$ cat src/rtl/spike_egress_pkg.sv
// Shared constants and helpers for the spike egress stage.
// Arbitration mode encodings and FIFO pointer sizing.
package spike_egress_pkg;

  localparam logic ARB_RR    = 1'b0;
  localparam logic ARB_FIXED = 1'b1;

  function automatic int ptr_w(input int depth);
    return $clog2(depth) + 1;
  endfunction

endpackage

$ cat src/rtl/ts_fifo.sv
// Per-neuron timestamp FIFO, power-of-two depth.
// Extra pointer bit separates full from empty.
module ts_fifo
  import spike_egress_pkg::*;
#(
  parameter int W     = 8,
  parameter int DEPTH = 4
) (
  input  logic         clk,
  input  logic         rst_n,
  input  logic         push,
  input  logic [W-1:0] din,
  input  logic         pop,
  output logic [W-1:0] dout,
  output logic         full,
  output logic         empty
);

  localparam int PW = ptr_w(DEPTH);
  localparam int AW = PW - 1;

  logic [W-1:0]  mem [DEPTH];
  logic [PW-1:0] wr_ptr;
  logic [PW-1:0] rd_ptr;
  logic          do_push;
  logic          do_pop;

  assign empty = (wr_ptr == rd_ptr);
  assign full  = (wr_ptr[AW] != rd_ptr[AW]) &&
                 (wr_ptr[AW-1:0] == rd_ptr[AW-1:0]);

  assign do_pop  = pop && !empty;
  assign do_push = push && (!full || do_pop);

  assign dout = mem[rd_ptr[AW-1:0]];

  // Pointer advance; natural wrap of the extended pointers.
  always_ff @(posedge clk or negedge rst_n) begin
    if (!rst_n) begin
      wr_ptr <= '0;
      rd_ptr <= '0;
    end else begin
      if (do_push) wr_ptr <= wr_ptr + 1'b1;
      if (do_pop)  rd_ptr <= rd_ptr + 1'b1;
    end
  end

  // Storage write; contents are don't-care while empty.
  always_ff @(posedge clk) begin
    if (do_push) mem[wr_ptr[AW-1:0]] <= din;
  end

endmodule

$ cat src/rtl/spike_egress_mux.sv
// Spike egress: per-neuron timestamp FIFOs, RR/fixed arbiter,
// valid/ready output register and saturating drop counter.
module spike_egress_mux
  import spike_egress_pkg::*;
#(
  parameter int NUM_NEURONS = 16,
  parameter int NEURON_ID_W = 4,
  parameter int TS_W        = 8,
  parameter int FIFO_DEPTH  = 4,
  parameter int DROP_W      = 16
) (
  input  logic                   clk,
  input  logic                   rst_n,
  input  logic                   scan_start_en,
  input  logic [NUM_NEURONS-1:0] spike_vec,
  input  logic                   arb_mode,
  output logic                   spike_valid,
  output logic [NEURON_ID_W-1:0] spike_id,
  output logic [TS_W-1:0]        spike_ts,
  input  logic                   spike_ready,
  output logic [DROP_W-1:0]      drop_count,
  output logic                   pending_any
);

  localparam int CW = $clog2(NUM_NEURONS + 1);

  logic [TS_W-1:0]        ts;
  logic [NEURON_ID_W-1:0] rr_ptr;
  logic [NUM_NEURONS-1:0] full;
  logic [NUM_NEURONS-1:0] empty;
  logic [NUM_NEURONS-1:0] pop;
  logic [NUM_NEURONS-1:0] push;
  logic [NUM_NEURONS-1:0] drop;
  logic [TS_W-1:0]        head [NUM_NEURONS];
  logic                   load;
  logic                   grant;
  logic [NEURON_ID_W-1:0] win;
  logic [CW-1:0]          drop_n;
  logic [DROP_W:0]        drop_sum;

  assign load        = !spike_valid || spike_ready;
  assign pending_any = |(~empty);

  for (genvar i = 0; i < NUM_NEURONS; i++) begin : g_lane
    assign pop[i]  = load && grant &&
                     (win == NEURON_ID_W'(i));
    assign push[i] = spike_vec[i] && (!full[i] || pop[i]);
    assign drop[i] = spike_vec[i] && full[i] && !pop[i];

    ts_fifo #(
      .W     (TS_W),
      .DEPTH (FIFO_DEPTH)
    ) u_fifo (
      .clk   (clk),
      .rst_n (rst_n),
      .push  (push[i]),
      .din   (ts),
      .pop   (pop[i]),
      .dout  (head[i]),
      .full  (full[i]),
      .empty (empty[i])
    );
  end

  // Winner search; descending scan leaves the first hit in win.
  always_comb begin
    grant = 1'b0;
    win   = '0;
    if (arb_mode == ARB_FIXED) begin
      for (int i = NUM_NEURONS - 1; i >= 0; i--) begin
        if (!empty[i]) begin
          grant = 1'b1;
          win   = NEURON_ID_W'(i);
        end
      end
    end else begin
      for (int k = NUM_NEURONS - 1; k >= 0; k--) begin
        if (!empty[(int'(rr_ptr) + k) % NUM_NEURONS]) begin
          grant = 1'b1;
          win   = NEURON_ID_W'((int'(rr_ptr) + k) % NUM_NEURONS);
        end
      end
    end
  end

  // Population count of lanes dropped this cycle.
  always_comb begin
    drop_n = '0;
    for (int i = 0; i < NUM_NEURONS; i++) begin
      drop_n = drop_n + CW'(drop[i]);
    end
    drop_sum = {1'b0, drop_count} + (DROP_W + 1)'(drop_n);
  end

  // Window counter and saturating drop counter.
  always_ff @(posedge clk or negedge rst_n) begin
    if (!rst_n) begin
      ts         <= '0;
      drop_count <= '0;
    end else begin
      if (scan_start_en) ts <= ts + 1'b1;
      if (drop_sum[DROP_W]) drop_count <= '1;
      else                  drop_count <= drop_sum[DROP_W-1:0];
    end
  end

  // Output register and round-robin pointer.
  always_ff @(posedge clk or negedge rst_n) begin
    if (!rst_n) begin
      spike_valid <= 1'b0;
      spike_id    <= '0;
      spike_ts    <= '0;
      rr_ptr      <= '0;
    end else if (load) begin
      if (grant) begin
        spike_valid <= 1'b1;
        spike_id    <= win;
        spike_ts    <= head[win];
        if (arb_mode == ARB_RR) begin
          if (int'(win) == NUM_NEURONS - 1) rr_ptr <= '0;
          else                              rr_ptr <= win + 1'b1;
        end
      end else begin
        spike_valid <= 1'b0;
      end
    end
  end

endmodule
$ cat config.mk
export PLATFORM = sky130hd
export DESIGN_NAME = spike_egress_mux
export DESIGN_NICKNAME = d
export VERILOG_FILES = /design/src/rtl/spike_egress_pkg.sv /design/src/rtl/ts_fifo.sv /design/src/rtl/spike_egress_mux.sv
export SDC_FILE = /design/constraint.sdc
export NUM_CORES = 1
export LEC_CHECK = 0
export ABC_AREA = 0
export CORE_ASPECT_RATIO = 1.5
export CORE_MARGIN = 2
export CORE_UTILIZATION = 60
export DETAILED_ROUTE_END_ITERATION = 8
export GPL_TIMING_DRIVEN = 0
export PLACE_DENSITY_LB_ADDON = 0.1
export SYNTH_ARGS = -nofsm -noshare
export SYNTH_HDL_FRONTEND = slang
export SYNTH_SLANG_ARGS = --single-unit
$ cat constraint.sdc
create_clock -name clk -period 12.3 [get_ports clk]
set_clock_uncertainty 0.1 [all_clocks]
set_input_delay 1.23 -clock clk [delete_from_list [all_inputs] [get_ports clk]]
set_output_delay 1.23 -clock clk [all_outputs]
set_load 0.02 [all_outputs]
==> flow_metrics.py <==
metrics = {
    "route": {
        "vias": 19200,
        "wirelength_mm": 87.8,
        "drt-vias-per-instance": 6.62,
        "dr.pass1.iters": 5,
        "wl_per_cell_um": 30.4,
        "detail-route-antenna-nets": 0,
        "drt_iter0_markers": 1582,
        "drcViolationCount": 0,
    },
    "timing": {
        "rsz0062_at_grt": "no",
        "fin_crit_sh_pct": 96.7,
        "timing.final.crit_period_ns": 11.89,
        "slew_headroom_pct": 12.1,
        "slew_viol_final": 0,
        "fmax_ghz": 0.0841,
        "tightestPinTransition_ns": 1.31,
        "hold_viol": 0,
        "final-setup-viol-count": 0,
    },
    "synthesis": {
        "syn_area_sq_um": 31500,
        "async_reset_ff_share_pct": 21.1,
        "synth.avg_cell_area_sq_um": 15.4,
        "syn-num-nets": 2186,
        "yosysMostFrequentCell": "edfxtp_1",
        "synth_edf_count": 512,
        "synth_top_cell_area_share_pct": 48.8,
        "synth_top_area_cell": "edfxtp_1",
        "synth_commonest_cells": "edfxtp_1, mux4_2, dfrtp_1",
        "ys.flop_type": "edfxtp_1",
        "ys_ff_latch": 649,
        "synth_cell_types": 86,
        "synth.top_cells.by_area": "edfxtp_1, mux4_2, dfrtp_1",
        "yosysWarningCount": 0,
        "synthCells": 2053,
        "ys_seq_area_share_pct": 59.6,
    },
    "finish": {
        "stdcell_count": 2892,
        "drive_gt1_share_pct": 19.2,
        "final_area_sq_um": 35200,
        "fill_cells": 3522,
        "post-route-util_pct": 67.9,
        "diodes": 0,
        "layout.nets": 2302,
        "area_growth_pct": 11.5,
    },
    "setup_path": {
        "cp.arrival_ns": 12.27,
        "slowest_stage": "ha_1",
        "crit_path_max_incr_delay_ns": 0.57,
        "cp-start-kind": "flop",
        "path_class": "reg2reg",
        "path_max_fanout": 14,
        "crit_required_ns": 12.68,
        "endpoint_kind": "flop",
        "crit_path_frequent_cell": "fa_1",
    },
    "clocking": {
        "cts-root-buf": "clkbuf_16",
        "cts_tree": "yes",
        "cts-buffers-inserted": 56,
        "clk_pin_slew_ns": 0.06,
        "cts_hold_buf": 0,
        "clk-insertion-delay-late_ns": 0.63,
        "cts_max_path_buffers": 3,
        "htreeDepth": 2,
        "cts_sinks": 649,
    },
    "place": {
        "placed_area_sq_um": 33100,
        "numPortBuffers": 50,
        "dp_cells": 2788,
        "hpwl_mm": 65.3,
        "routabilityCongestion": 1.05,
    },
    "power": {
        "vdd.ir_drop.worst_uv": 337,
        "leakage_nw": 13.0,
        "powerDensity_nw_per_um2": 310,
    },
    "floorplanning": {
        "coreArea_sq_um": 51800,
        "initial_core_util_pct": 60.8,
        "boundaryPins": 51,
        "die_y_um": 285,
        "design.die.area_sq_um": 54400,
        "rows": 102,
        "die_w_um": 191,
    },
    "global_route": {
        "gr-usage-all-layers_pct": 33.1,
        "grt_pass1_vias": 20000,
        "grt_max_degree": 72,
        "grt-ovfl-total": 0,
        "grt_first_pass_wirelength_mm": 131,
        "antenna_found_initial": 1,
    },
    "status": {
        "run_status": "completed",
    },
    "hold_path": {
        "hold_path.class": "reg2reg",
    },
    "job": {
        "max-cap-violations": 0,
    },
}
[flip-flops by register name, indices dropped and copies added, names as in the netlist]
register              cells
g_lane.u_fifo.mem       512
ts                        8
spike_valid               1
rr_ptr                    4
drop_count               16
g_lane.u_fifo.wr_ptr     48
g_lane.u_fifo.rd_ptr     48
spike_ts                  8
spike_id                  4
[cells in the final DEF, fill, tap and decap left out, drive strengths merged, types with 12 or more instances in the layout]
cell / count
a21oi: 33
o21ai: 26
xor2: 85
and3: 91
clkdlybuf4s50: 49
nor3: 20
inv: 71
nor2: 71
nand4: 28
clkbuf: 113
o2111ai: 17
clkinv: 17
edfxtp: 512
nor4: 19
fa: 12
dfrtp: 137
nand3: 22
mux2i: 18
buf: 67
and2: 21
a21boi: 21
o211ai: 18
xnor2: 85
nand2: 111
mux4: 159
ha: 100
a211oi: 20
o211a: 18
a2111oi: 19
mux2: 68
[final cells by class]
| type | count | area, sq um | share of cell area, % |
|---|---|---|---|
| Multi-Input combinational cell | 1241 | 12100 | 34.5 |
| Clock inverter | 26 | 345 | 0.982 |
| Tap cell | 676 | 846 | 2.41 |
| Timing Repair Buffer | 61 | 704 | 2.00 |
| Clock buffer | 79 | 1610 | 4.58 |
| Inverter | 71 | 267 | 0.758 |
| Sequential cell | 649 | 18800 | 53.5 |
| Buffer | 89 | 454 | 1.29 |
[timing repair]
item                       CTS  global route
hold endpoints to repair     0             0
setup endpoints to repair   16            15
setup buffers                1             1
pin swaps                    1             1
gates resized for setup     21             9
[stage by stage]
step | hold WS [ns] | power (mW) | worst slack (ns) | TNS, ns
after floorplan | 0.360 | 6.96 | 2.68 | 0
after global placement | 0.362 | 8.76 | -1.72 | -24.74
after detailed placement | 0.377 | 8.93 | -1.69 | -24.08
after CTS | 0.392 | 10.8 | 0.161 | 0
after global routing | 0.414 | 11.4 | 0.0120 | 0
final | 0.386 | 10.9 | 0.410 | 0
[critical path: cells and delay by family, from the launching register on]
family / cells / cell delay (ns)
buf+inv: 10 / 2.73
compound gates: 6 / 2.09
simple gates: 8 / 1.51
mux: 2 / 0.93
fa+ha+maj: 8 / 3.97
flops: 1 / 0.39
[where the power goes]
part | switching, mW | total, mW | internal [mW]
Clock | 0.805 | 1.85 | 1.05
Combinational | 3.45 | 5.42 | 1.97
Sequential | 0.386 | 3.63 | 3.25
Total | 4.64 | 10.9 | 6.27
[logic make-up after synthesis]
kind of cell | Yosys count | share of synthesized area, %
flip-flops | 649 | 59.6
AND/OR/NAND/NOR | 438 | 7.33
AO/OA/AOI/OAI | 276 | 6.93
multiplexers | 245 | 14.4
XOR/XNOR | 170 | 4.72
buffers and inverters | 163 | 2.29
adder cells (fa/ha/maj) | 112 | 4.73
[metal layers]
metal | share of wire (%) | routed length [um] | track usage [%]
met1 | 35 | 31000 | 38.6
met2 | 52 | 45800 | 58.2
met3 | 5.4 | 4730 | 4.50
met4 | 7.1 | 6270 | 19.7
met5 | 0 | 0 | 0
[worst paths after layout]
path	from	to	slack (ns)	cells past startpoint
min in group asynchronous	rst_n	drop_count[9]	0.51	1
max in group asynchronous	rst_n	ts[7]	10.75	2
worst min-delay path	spike_id[3]	spike_id[3]	0.39	2
worst max-delay path	rr_ptr[0]	drop_count[11]	0.41	34
worst max register to register	rr_ptr[0]	drop_count[11]	0.41	34
worst min register to register	spike_id[3]	spike_id[3]	0.39	2
(Power assumes the default switching activity.)
